File: config.mk
export PLATFORM = sky130hd
export DESIGN_NAME = gate_output_filter
export DESIGN_NICKNAME = d
export VERILOG_FILES = /design/src/rtl/gate_output_filter.sv
export SDC_FILE = /design/constraint.sdc
export NUM_CORES = 1
export LEC_CHECK = 0
export CORE_ASPECT_RATIO = 0.6
export CORE_MARGIN = 4
export CORE_UTILIZATION = 45
export DETAILED_ROUTE_END_ITERATION = 7
export PLACE_DENSITY = 0.69
export RECOVER_POWER = 25
export REMOVE_ABC_BUFFERS = 1
export SLEW_MARGIN = 20
export SYNTH_ARGS = -nofsm -noshare
export SYNTH_HDL_FRONTEND = slang
export SYNTH_SLANG_ARGS = --single-unit
File: constraint.sdc
create_clock -name Clock -period 1.82 [get_ports Clock]
set_input_delay 0.364 -clock Clock [delete_from_list [all_inputs] [get_ports Clock]]
set_output_delay 0.364 -clock Clock [all_outputs]
set_load 0.1 [all_outputs]
File: src/rtl/gate_output_filter.sv
// Synchronises and debounces an asynchronous gate result, then reports accepted
// edges as strobes, a pending event with acknowledge handshake, and an edge count.
module gate_output_filter #(
    parameter int SyncStages   = 2,
    parameter int FilterLength = 4
) (
    input  logic       Clock,
    input  logic       Reset_n,
    input  logic       Tick,
    input  logic       Gate_In,
    input  logic       Ack,
    input  logic       Count_Clear,
    output logic       Filtered,
    output logic       Rise_Pulse,
    output logic       Fall_Pulse,
    output logic       Event_Valid,
    output logic       Event_Type,
    output logic [7:0] Event_Count,
    output logic       Overflow
);

    localparam logic [1:0] LOW       = 2'd0;
    localparam logic [1:0] QUAL_HIGH = 2'd1;
    localparam logic [1:0] HIGH      = 2'd2;
    localparam logic [1:0] QUAL_LOW  = 2'd3;

    localparam logic [3:0] CntLast = 4'(FilterLength - 1);

    logic [SyncStages-1:0] sync_q;
    logic                  s;
    logic [1:0]            state_q, state_d;
    logic [3:0]            cnt_q, cnt_d;
    logic                  filtered_d;
    logic                  rise_d, fall_d;
    logic                  accept;

    // The synchroniser runs every cycle so the filter always sees a settled sample.
    always_ff @(posedge Clock or negedge Reset_n) begin
        if (!Reset_n) begin
            sync_q <= '0;
        end else begin
            sync_q <= {sync_q[SyncStages-2:0], Gate_In};
        end
    end

    assign s = sync_q[SyncStages-1];

    always_comb begin
        state_d    = state_q;
        cnt_d      = cnt_q;
        filtered_d = Filtered;
        rise_d     = 1'b0;
        fall_d     = 1'b0;
        if (Tick) begin
            case (state_q)
                LOW: begin
                    if (s) begin
                        state_d = QUAL_HIGH;
                        cnt_d   = 4'd1;
                    end
                end
                QUAL_HIGH: begin
                    if (!s) begin
                        state_d = LOW;
                        cnt_d   = 4'd0;
                    end else if (cnt_q == CntLast) begin
                        state_d    = HIGH;
                        cnt_d      = 4'd0;
                        filtered_d = 1'b1;
                        rise_d     = 1'b1;
                    end else begin
                        cnt_d = cnt_q + 4'd1;
                    end
                end
                HIGH: begin
                    if (!s) begin
                        state_d = QUAL_LOW;
                        cnt_d   = 4'd1;
                    end
                end
                QUAL_LOW: begin
                    if (s) begin
                        state_d = HIGH;
                        cnt_d   = 4'd0;
                    end else if (cnt_q == CntLast) begin
                        state_d    = LOW;
                        cnt_d      = 4'd0;
                        filtered_d = 1'b0;
                        fall_d     = 1'b1;
                    end else begin
                        cnt_d = cnt_q + 4'd1;
                    end
                end
                default: begin
                    state_d = LOW;
                    cnt_d   = 4'd0;
                end
            endcase
        end
    end

    assign accept = rise_d | fall_d;

    always_ff @(posedge Clock or negedge Reset_n) begin
        if (!Reset_n) begin
            state_q    <= LOW;
            cnt_q      <= 4'd0;
            Filtered   <= 1'b0;
            Rise_Pulse <= 1'b0;
            Fall_Pulse <= 1'b0;
        end else begin
            state_q    <= state_d;
            cnt_q      <= cnt_d;
            Filtered   <= filtered_d;
            Rise_Pulse <= rise_d;
            Fall_Pulse <= fall_d;
        end
    end

    // A new edge always wins over Ack; it only counts as lost when nobody consumed the old one.
    always_ff @(posedge Clock or negedge Reset_n) begin
        if (!Reset_n) begin
            Event_Valid <= 1'b0;
            Event_Type  <= 1'b0;
            Overflow    <= 1'b0;
        end else begin
            if (accept) begin
                Event_Valid <= 1'b1;
                Event_Type  <= rise_d;
                if (Event_Valid && !Ack) begin
                    Overflow <= 1'b1;
                end
            end else if (Ack) begin
                Event_Valid <= 1'b0;
            end
        end
    end

    always_ff @(posedge Clock or negedge Reset_n) begin
        if (!Reset_n) begin
            Event_Count <= 8'd0;
        end else if (Count_Clear) begin
            Event_Count <= 8'd0;
        end else if (accept) begin
            Event_Count <= Event_Count + 8'd1;
        end
    end

endmodule
==> results.md, run 1 <==
- 817 — vias in the first global route
- -0.07388 ns — Setup Slack @ Placement
- Event_Count (8), cnt_q (4), sync_q (2) — Top Registers
- sync_q[1]$_DFF_PN0_ — Endpoint, Worst Hold
- 0.0006747 uW — Leakage Power
- 0 — antenna cells
- 5 — biggest fanout along the worst timing path
- 4 — first-pass iteration count of the detailed router
- built — TritonCTS clock tree
- 1.99 ns — Crit path required time
- 19.48% — Slew headroom
- 1755 um — Detailed Place HPWL
- 42.2% — sequential share of power
- 571.8 MHz — upper clock frequency limit
- sky130_fd_sc_hd__dfrtp_1 — dominant cell by count in the synthesized netlist
- 158 — count of placed standard cells in the final layout, fillers left out
- Event_Count — largest register by flop count
- 0 — Final Hold Vio Count
- 0.008975 ns — setup skew after layout
- 33 — number of distinct library cells after synthesis
- 134 — number of fill cells in the layout
- 0.001090 mm^2 — Netlist Area Pre-Place
- 11.12 um^2 — synthesized area per cell
- 48.91% — initial standard-cell utilization of the core
- 0.0006043 V — largest voltage drop on the vdd net
- 20 — IO Count
- sky130_fd_sc_hd__dfrtp_1 — library cell with the largest summed area after synthesis
- 0.003299 mm^2 — area of the die
- 19 — IO buf count
- cnt_q[1]$_DFFE_PN0P_ — R2R Path Start
- 0 — antenna violations before repair
- 50.52% — register area share after synthesis
- 71.53 um — x dimension of the die
- 0 — EDFF count, synth
- 137 — Final Net Count
- 15.51% — GRT Resource Usage Total
- completed — run status
- 2421 um — final wirelength
- 1.208 ns — Slew @ Worst Pin
- 0.8550 — routability congestion estimate from global placement
- sky130_fd_sc_hd__dfrtp_1, sky130_fd_sc_hd__nor2_1, sky130_fd_sc_hd__a21oi_1, sky130_fd_sc_hd__nand3_1, sky130_fd_sc_hd__o21ai_0 — Commonest cells post-synth
- 153 — placed cells
- sync_q[0]$_DFF_PN0_ — source of the worst hold timing path
- 8 — flip-flop count of the largest register, all copies and words added
- 22 — number of clock sinks
- 98 — count of mapped cells out of synthesis
- 15.32 um — detail-routed net length per standard cell
- 46.38% — area added between synthesis and finish
- 1.749 ns — min Tclk post-route
- 944.6 uW — internal power
- 33.7% — part of the power in combinational logic
- 0.27 ns — insertion delay of the later-clocked pin in the worst-skew pair
- 0 — final max-slew violation count
- 3 — number of CTS-inserted buffers
- 861 — via count of the routed design
- register to register — path class of the lowest-slack min-delay path
- 0 — total number of yosys warnings
- 0 — number of remaining DRC errors
- register to register — critical path class
- 36.13% — share of total power consumed by net switching
- 0.002228 mm^2 — area of the core
- 0.07 ns — worst setup slack for register-to-register paths
- 0 — hold depth
- Event_Count[1]$_DFFE_PN0P_ — Reg-to-Reg End
- 2 — number of buffers between clock root and the deepest sink
- register — kind of launch point of the worst setup path
- 46.12 um — vertical die dimension
- 23 — maximum number of pins on one net before global-route repair
- 927.1 mW/mm^2 — power density of the placed cells
- 100.0% — Async SR Flop Fraction
- 50 — number of design-rule violations left by the first detailed-router iteration
- 6 — Worst R2R Path Depth
- 0 — GRT Residual Overflow
- 0 — reported max-cap violation count
- 3836 um — global-route wire length before repair
- sky130_fd_sc_hd__dfrtp_1, sky130_fd_sc_hd__a21oi_1, sky130_fd_sc_hd__nand3_1 — ranking of synthesized cells by area
- 24.1% — power share of the clock group
- 1.92 ns — crit path DAT
- 0 — post-cts hold buffer count
- sky130_fd_sc_hd__dfrtp_1 — most frequently used flop master after synthesis
- 1 — htree depth
- 50.52% — post-synth top area share
- 5.449 — number of vias per cell
- 13 — total number of placement rows
- 534.4 uW — net switching power figure
- sky130_fd_sc_hd__clkbuf_8 — Clk Tree Root Cell
- 0.08 ns — clock transition at the register clock pins on the worst setup and hold paths after CTS
- 22 — post-synthesis sequential element count
- 0.07104 ns — final worst slack
- 0 — Finish-stage setup viols
- 0 — antenna violation net count after detailed routing
- 32.81% — fraction of final layout cells sized beyond drive strength 1
- 96.10% — part of the cycle the worst path needs
- register — critical path endpoint category
==> layer usage <==
layer	vias to the layer above	GRT usage [%]	part of all wire, %
li1	409	-	-
met1	416	21.04	47
met2	32	24.82	44
met3	4	4.793	8.2
met4	0	3.371	0.91
met5	-	0	0
==> power groups by stage <==
| stage | Sequential [uW] | Clock [uW] | Combinational, uW |
|---|---|---|---|
| 3_5_place_dp | 632 | 0 | 457 |
| 6_report | 624 | 357 | 498 |
| 2_1_floorplan | 666 | 0 | 237 |
| 4_1_cts | 622 | 353 | 456 |
| 3_3_place_gp | 625 | 0 | 439 |
| 5_1_grt | 633 | 379 | 533 |
==> critical path, stage by stage, from the launching register on <==
cell and delay [ns]:
sky130_fd_sc_hd__dfrtp_1 0.36, sky130_fd_sc_hd__ha_2 0.20, sky130_fd_sc_hd__or3b_1 0.38, sky130_fd_sc_hd__buf_4 0.20
sky130_fd_sc_hd__nor3_4 0.25, sky130_fd_sc_hd__mux2i_1 0.21, sky130_fd_sc_hd__nor2_1 0.05
==> stage by stage <==
step                util (%)  total power, uW  hold WS [ns]   TNS [ns]  instance area (um^2)
finish                 71.59             1479        0.3570          0                  1595
global route           71.59             1545        0.3615   -0.01736                  1595
CTS                    69.90             1431        0.3597          0                  1558
detailed placement     67.43             1089        0.3427    -0.1058                  1503
global placement       67.43             1064        0.3359  -0.002876                  1503
floorplan                  -            902.7       0.06841    -0.4253                  1060
==> layout by cell type (no fill, tap or decap), drive strengths merged <==
cell type	synthesis	routed
clkbuf	0	5
nand4	4	4
and2	1	1
or4	1	1
or3b	1	1
o21ai	7	7
clkdlybuf4s50	0	4
dfrtp	22	22
xnor2	5	5
a31o	1	1
mux2	3	3
dlygate4sd3	0	1
nand2	5	5
nor3b	3	3
buf	4	24
a21oi	7	7
nor2b	2	2
o31ai	1	1
nor4	4	4
nor3	1	1
nor2	9	9
ha	2	2
xor2	2	2
mux2i	1	1
nand3	7	7
inv	2	2
a21o	1	1
a32o	2	2
==> logic make-up after synthesis <==
family | after synthesis | share of synthesized area [%]
AND/OR/NAND/NOR | 38 | 22.27
multiplexers | 4 | 4.018
AO/OA/AOI/OAI | 19 | 10.45
buffers and inverters | 6 | 3.444
flip-flops | 22 | 50.52
XOR/XNOR | 7 | 7.004
adder cells (fa/ha/maj) | 2 | 2.296
==> worst max path at each step <==
stage,from,end,cells past startpoint
after floorplan,Event_Count[2]$_DFFE_PN0P_,Event_Count[5]$_DFFE_PN0P_,3
after global placement,Tick,Event_Count[7]$_DFFE_PN0P_,5
after detailed placement,Tick,Event_Count[7]$_DFFE_PN0P_,5
after CTS,cnt_q[1]$_DFFE_PN0P_,Event_Count[7]$_DFFE_PN0P_,5
after global routing,cnt_q[1]$_DFFE_PN0P_,Event_Count[1]$_DFFE_PN0P_,6
final,cnt_q[1]$_DFFE_PN0P_,Event_Count[1]$_DFFE_PN0P_,6
==> area by class of cell <==
class | count | area (um^2) | share of cell area, %
Inverter | 2 | 7.507 | 0.4706
Multi-Input combinational cell | 70 | 535.5 | 33.57
Sequential cell | 22 | 550.5 | 34.51
Tap cell | 30 | 37.54 | 2.353
Timing Repair Buffer | 30 | 409.1 | 25.65
Clock buffer | 4 | 55.05 | 3.451
==> repair_timing <==
item,4_1_cts,5_1_grt
hold endpoints to repair,0,0
buffers inserted,0,1
endpoints found under the setup margin,0,7
gates resized for setup,0,6
No activity file was read; power rests on OpenSTA's default activity.
==> inputs of run 2 (changes only) <==
--- a/config.mk
+++ b/config.mk
@@ -11,7 +11,6 @@
 export DETAILED_ROUTE_END_ITERATION = 7
 export PLACE_DENSITY = 0.69
 export RECOVER_POWER = 25
-export REMOVE_ABC_BUFFERS = 1
 export SLEW_MARGIN = 20
 export SYNTH_ARGS = -nofsm -noshare
 export SYNTH_HDL_FRONTEND = slang
==> run 2 against run 1 <==
Compared with the run above: clock power decreased by 1%; global-route usage increased by 1.0 points; clock skew decreased by 0.0056 ns; total power decreased by 1.4%; flip-flop and latch count unchanged; setup slack improved by 0.015 ns; combinational power increased by 0.8%; first-iteration DRC count increased by 22%; critical path type unchanged; largest cell class unchanged.
==> results.md, run 2 (same netlist as run 1, synthesis figures left out) <==
- 5 — biggest fanout along the worst timing path
- 60.82% — Slew headroom
- 141 — number of fill cells in the layout
- 1770 um — Detailed Place HPWL
- 0.08637 ns — final worst slack
- 156 — count of placed standard cells in the final layout, fillers left out
- 1.98 ns — Crit path required time
- 0 ns — Sum Neg Setup Slack
- 2483 um — final wirelength
- 19 — IO buf count
- 0 — antenna violations before repair
- register — kind of launch point of the worst setup path
- 4008 um — global-route wire length before repair
- 23 — maximum number of pins on one net before global-route repair
- 0.0006570 uW — Leakage Power
- 1.734 ns — min Tclk post-route
- 0 — Finish-stage setup viols
- -0.06851 ns — Setup Slack @ Placement
- 135 — Final Net Count
- 0.0005492 V — largest voltage drop on the vdd net
- 0.003299 mm^2 — area of the die
- 13 — total number of placement rows
- built — TritonCTS clock tree
- Event_Count (8), cnt_q (4), sync_q (2) — Top Registers
- 20 — IO Count
- 576.8 MHz — upper clock frequency limit
- 5.545 — number of vias per cell
- 0 — final max-slew violation count
- 36.51% — fraction of final layout cells sized beyond drive strength 1
- 106 — net count after synthesis
- completed — run status
- 0.08 ns — clock transition at the register clock pins on the worst setup and hold paths after CTS
- 48.91% — initial standard-cell utilization of the core
- register — critical path endpoint category
- 918.1 mW/mm^2 — power density of the placed cells
- sky130_fd_sc_hd__dfrtp_1 — most frequent standard cell in the layout excluding fill and tap cells
- 0 — number of remaining DRC errors
- 0 — reported max-cap violation count
- 0.002228 mm^2 — area of the core
- 95.25% — part of the cycle the worst path needs
- 0.5848 ns — Slew @ Worst Pin
- sky130_fd_sc_hd__clkbuf_8 — Clk Tree Root Cell
- 71.53 um — x dimension of the die
- 872 — vias in the first global route
- 0 — antenna violation net count after detailed routing
- register to register — path class of the lowest-slack min-delay path
- 22 — number of clock sinks
- 152 — placed cells
- 45.81% — area added between synthesis and finish
- 3 — number of CTS-inserted buffers
- 0.003379 ns — setup skew after layout
- 0 — GRT Residual Overflow
- 16.53% — GRT Resource Usage Total
- 0 — post-cts hold buffer count
- 1 — htree depth
- 0 — antenna cells
- 8 — flip-flop count of the largest register, all copies and words added
- 0.8441 — routability congestion estimate from global placement
- sky130_fd_sc_hd__dfrtp_1, sky130_fd_sc_hd__buf_12, sky130_fd_sc_hd__nor2_1, sky130_fd_sc_hd__buf_4 — commonest cells after routing, fill and taps aside
- 1.89 ns — crit path DAT
- 0 — Final Hold Vio Count
- 0.26 ns — insertion delay of the later-clocked pin in the worst-skew pair
- register to register — critical path class
- 2 — number of buffers between clock root and the deepest sink
- 46.12 um — vertical die dimension
- 4 — first-pass iteration count of the detailed router
- Event_Count — largest register by flop count
- 61 — number of design-rule violations left by the first detailed-router iteration
- 15.92 um — detail-routed net length per standard cell
- 865 — via count of the routed design
[run 2: cell count changes in the layout (fill, tap and decap cells not counted)]
cell,before,now
sky130_fd_sc_hd__dfrtp_1,22,16
sky130_fd_sc_hd__clkbuf_1,1,0
sky130_fd_sc_hd__nor2_2,1,0
sky130_fd_sc_hd__dlygate4sd3_1,1,2
sky130_fd_sc_hd__dfrtp_2,0,6
sky130_fd_sc_hd__nor2_1,8,9
sky130_fd_sc_hd__buf_4,10,9
sky130_fd_sc_hd__clkdlybuf4s50_1,4,3
[run 2: path summary, 6_finish.rpt]
path	from	endpoint	slack, ns	cells after the start
worst max-delay path	cnt_q[1]$_DFFE_PN0P_	Event_Count[1]$_DFFE_PN0P_	0.09	6
worst min-delay path	sync_q[0]$_DFF_PN0_	sync_q[1]$_DFF_PN0_	0.36	0
worst max register to register	cnt_q[1]$_DFFE_PN0P_	Event_Count[1]$_DFFE_PN0P_	0.09	6
worst min register to register	sync_q[0]$_DFF_PN0_	sync_q[1]$_DFF_PN0_	0.36	0
max in group asynchronous	Reset_n	Event_Count[1]$_DFFE_PN0P_	1.06	2
min in group asynchronous	Reset_n	Fall_Pulse$_DFF_PN0_	0.51	2
[run 2: power breakdown]
group	leakage, uW	internal (uW)	total, uW	switching [uW]
clock	0.0000288	193	353	160
combinational	0.000353	204	502	298
sequential	0.000275	541	604	62.9
[run 2: layer usage]
layer	GRT usage, %	wire, um	vias to the layer above
met3	5.447	123	4
met2	27.01	1227	19
met1	21.49	1113	430
li1	-	-	412
met4	4.494	18	0
met5	0	0	-
[run 2: metrics by stage]
step	area (um^2)	hold WS (ns)	power [uW]	util [%]
floorplan	1097	0.06841	935.8	-
finish	1589	0.3576	1459	71.31
detailed placement	1503	0.3419	1087	67.43
CTS	1558	0.3602	1437	69.90
global route	1589	0.3664	1551	71.31
global placement	1503	0.3357	1069	67.43
[run 2: repair_timing]
| item | 4_1_cts | 5_1_grt |
|---|---|---|
| endpoints found under the setup margin | 0 | 6 |
| buffers inserted | 0 | 0 |
| gates resized for setup | 0 | 5 |
[run 2: cell type report]
class,instances,area (um^2),share of cell area [%]
tap,30,37.54,2.362
inverter,2,7.507,0.4724
timing repair buffer,28,397.9,25.04
multi-input combinational,70,533.0,33.54
sequential,22,558.0,35.12
clock buffer,4,55.05,3.465
[run 2: critical path, cell delays in order (launching register included)]
cell                      delay, ns
sky130_fd_sc_hd__dfrtp_1       0.38
sky130_fd_sc_hd__ha_2          0.21
sky130_fd_sc_hd__or3b_1        0.37
sky130_fd_sc_hd__buf_4         0.19
sky130_fd_sc_hd__nor3_4        0.20
sky130_fd_sc_hd__mux2i_1       0.23
sky130_fd_sc_hd__nor2_1        0.06
==> inputs of run 3 (changes only) <==
--- a/config.mk
+++ b/config.mk
@@ -5,6 +5,7 @@
 export SDC_FILE = /design/constraint.sdc
 export NUM_CORES = 1
 export LEC_CHECK = 0
+export ABC_CLOCK_PERIOD_IN_PS = 1820
 export CORE_ASPECT_RATIO = 0.6
 export CORE_MARGIN = 4
 export CORE_UTILIZATION = 45
==> results of run 3 <==
Same layout as run 2: the final DEF is identical, and so are final timing and power.
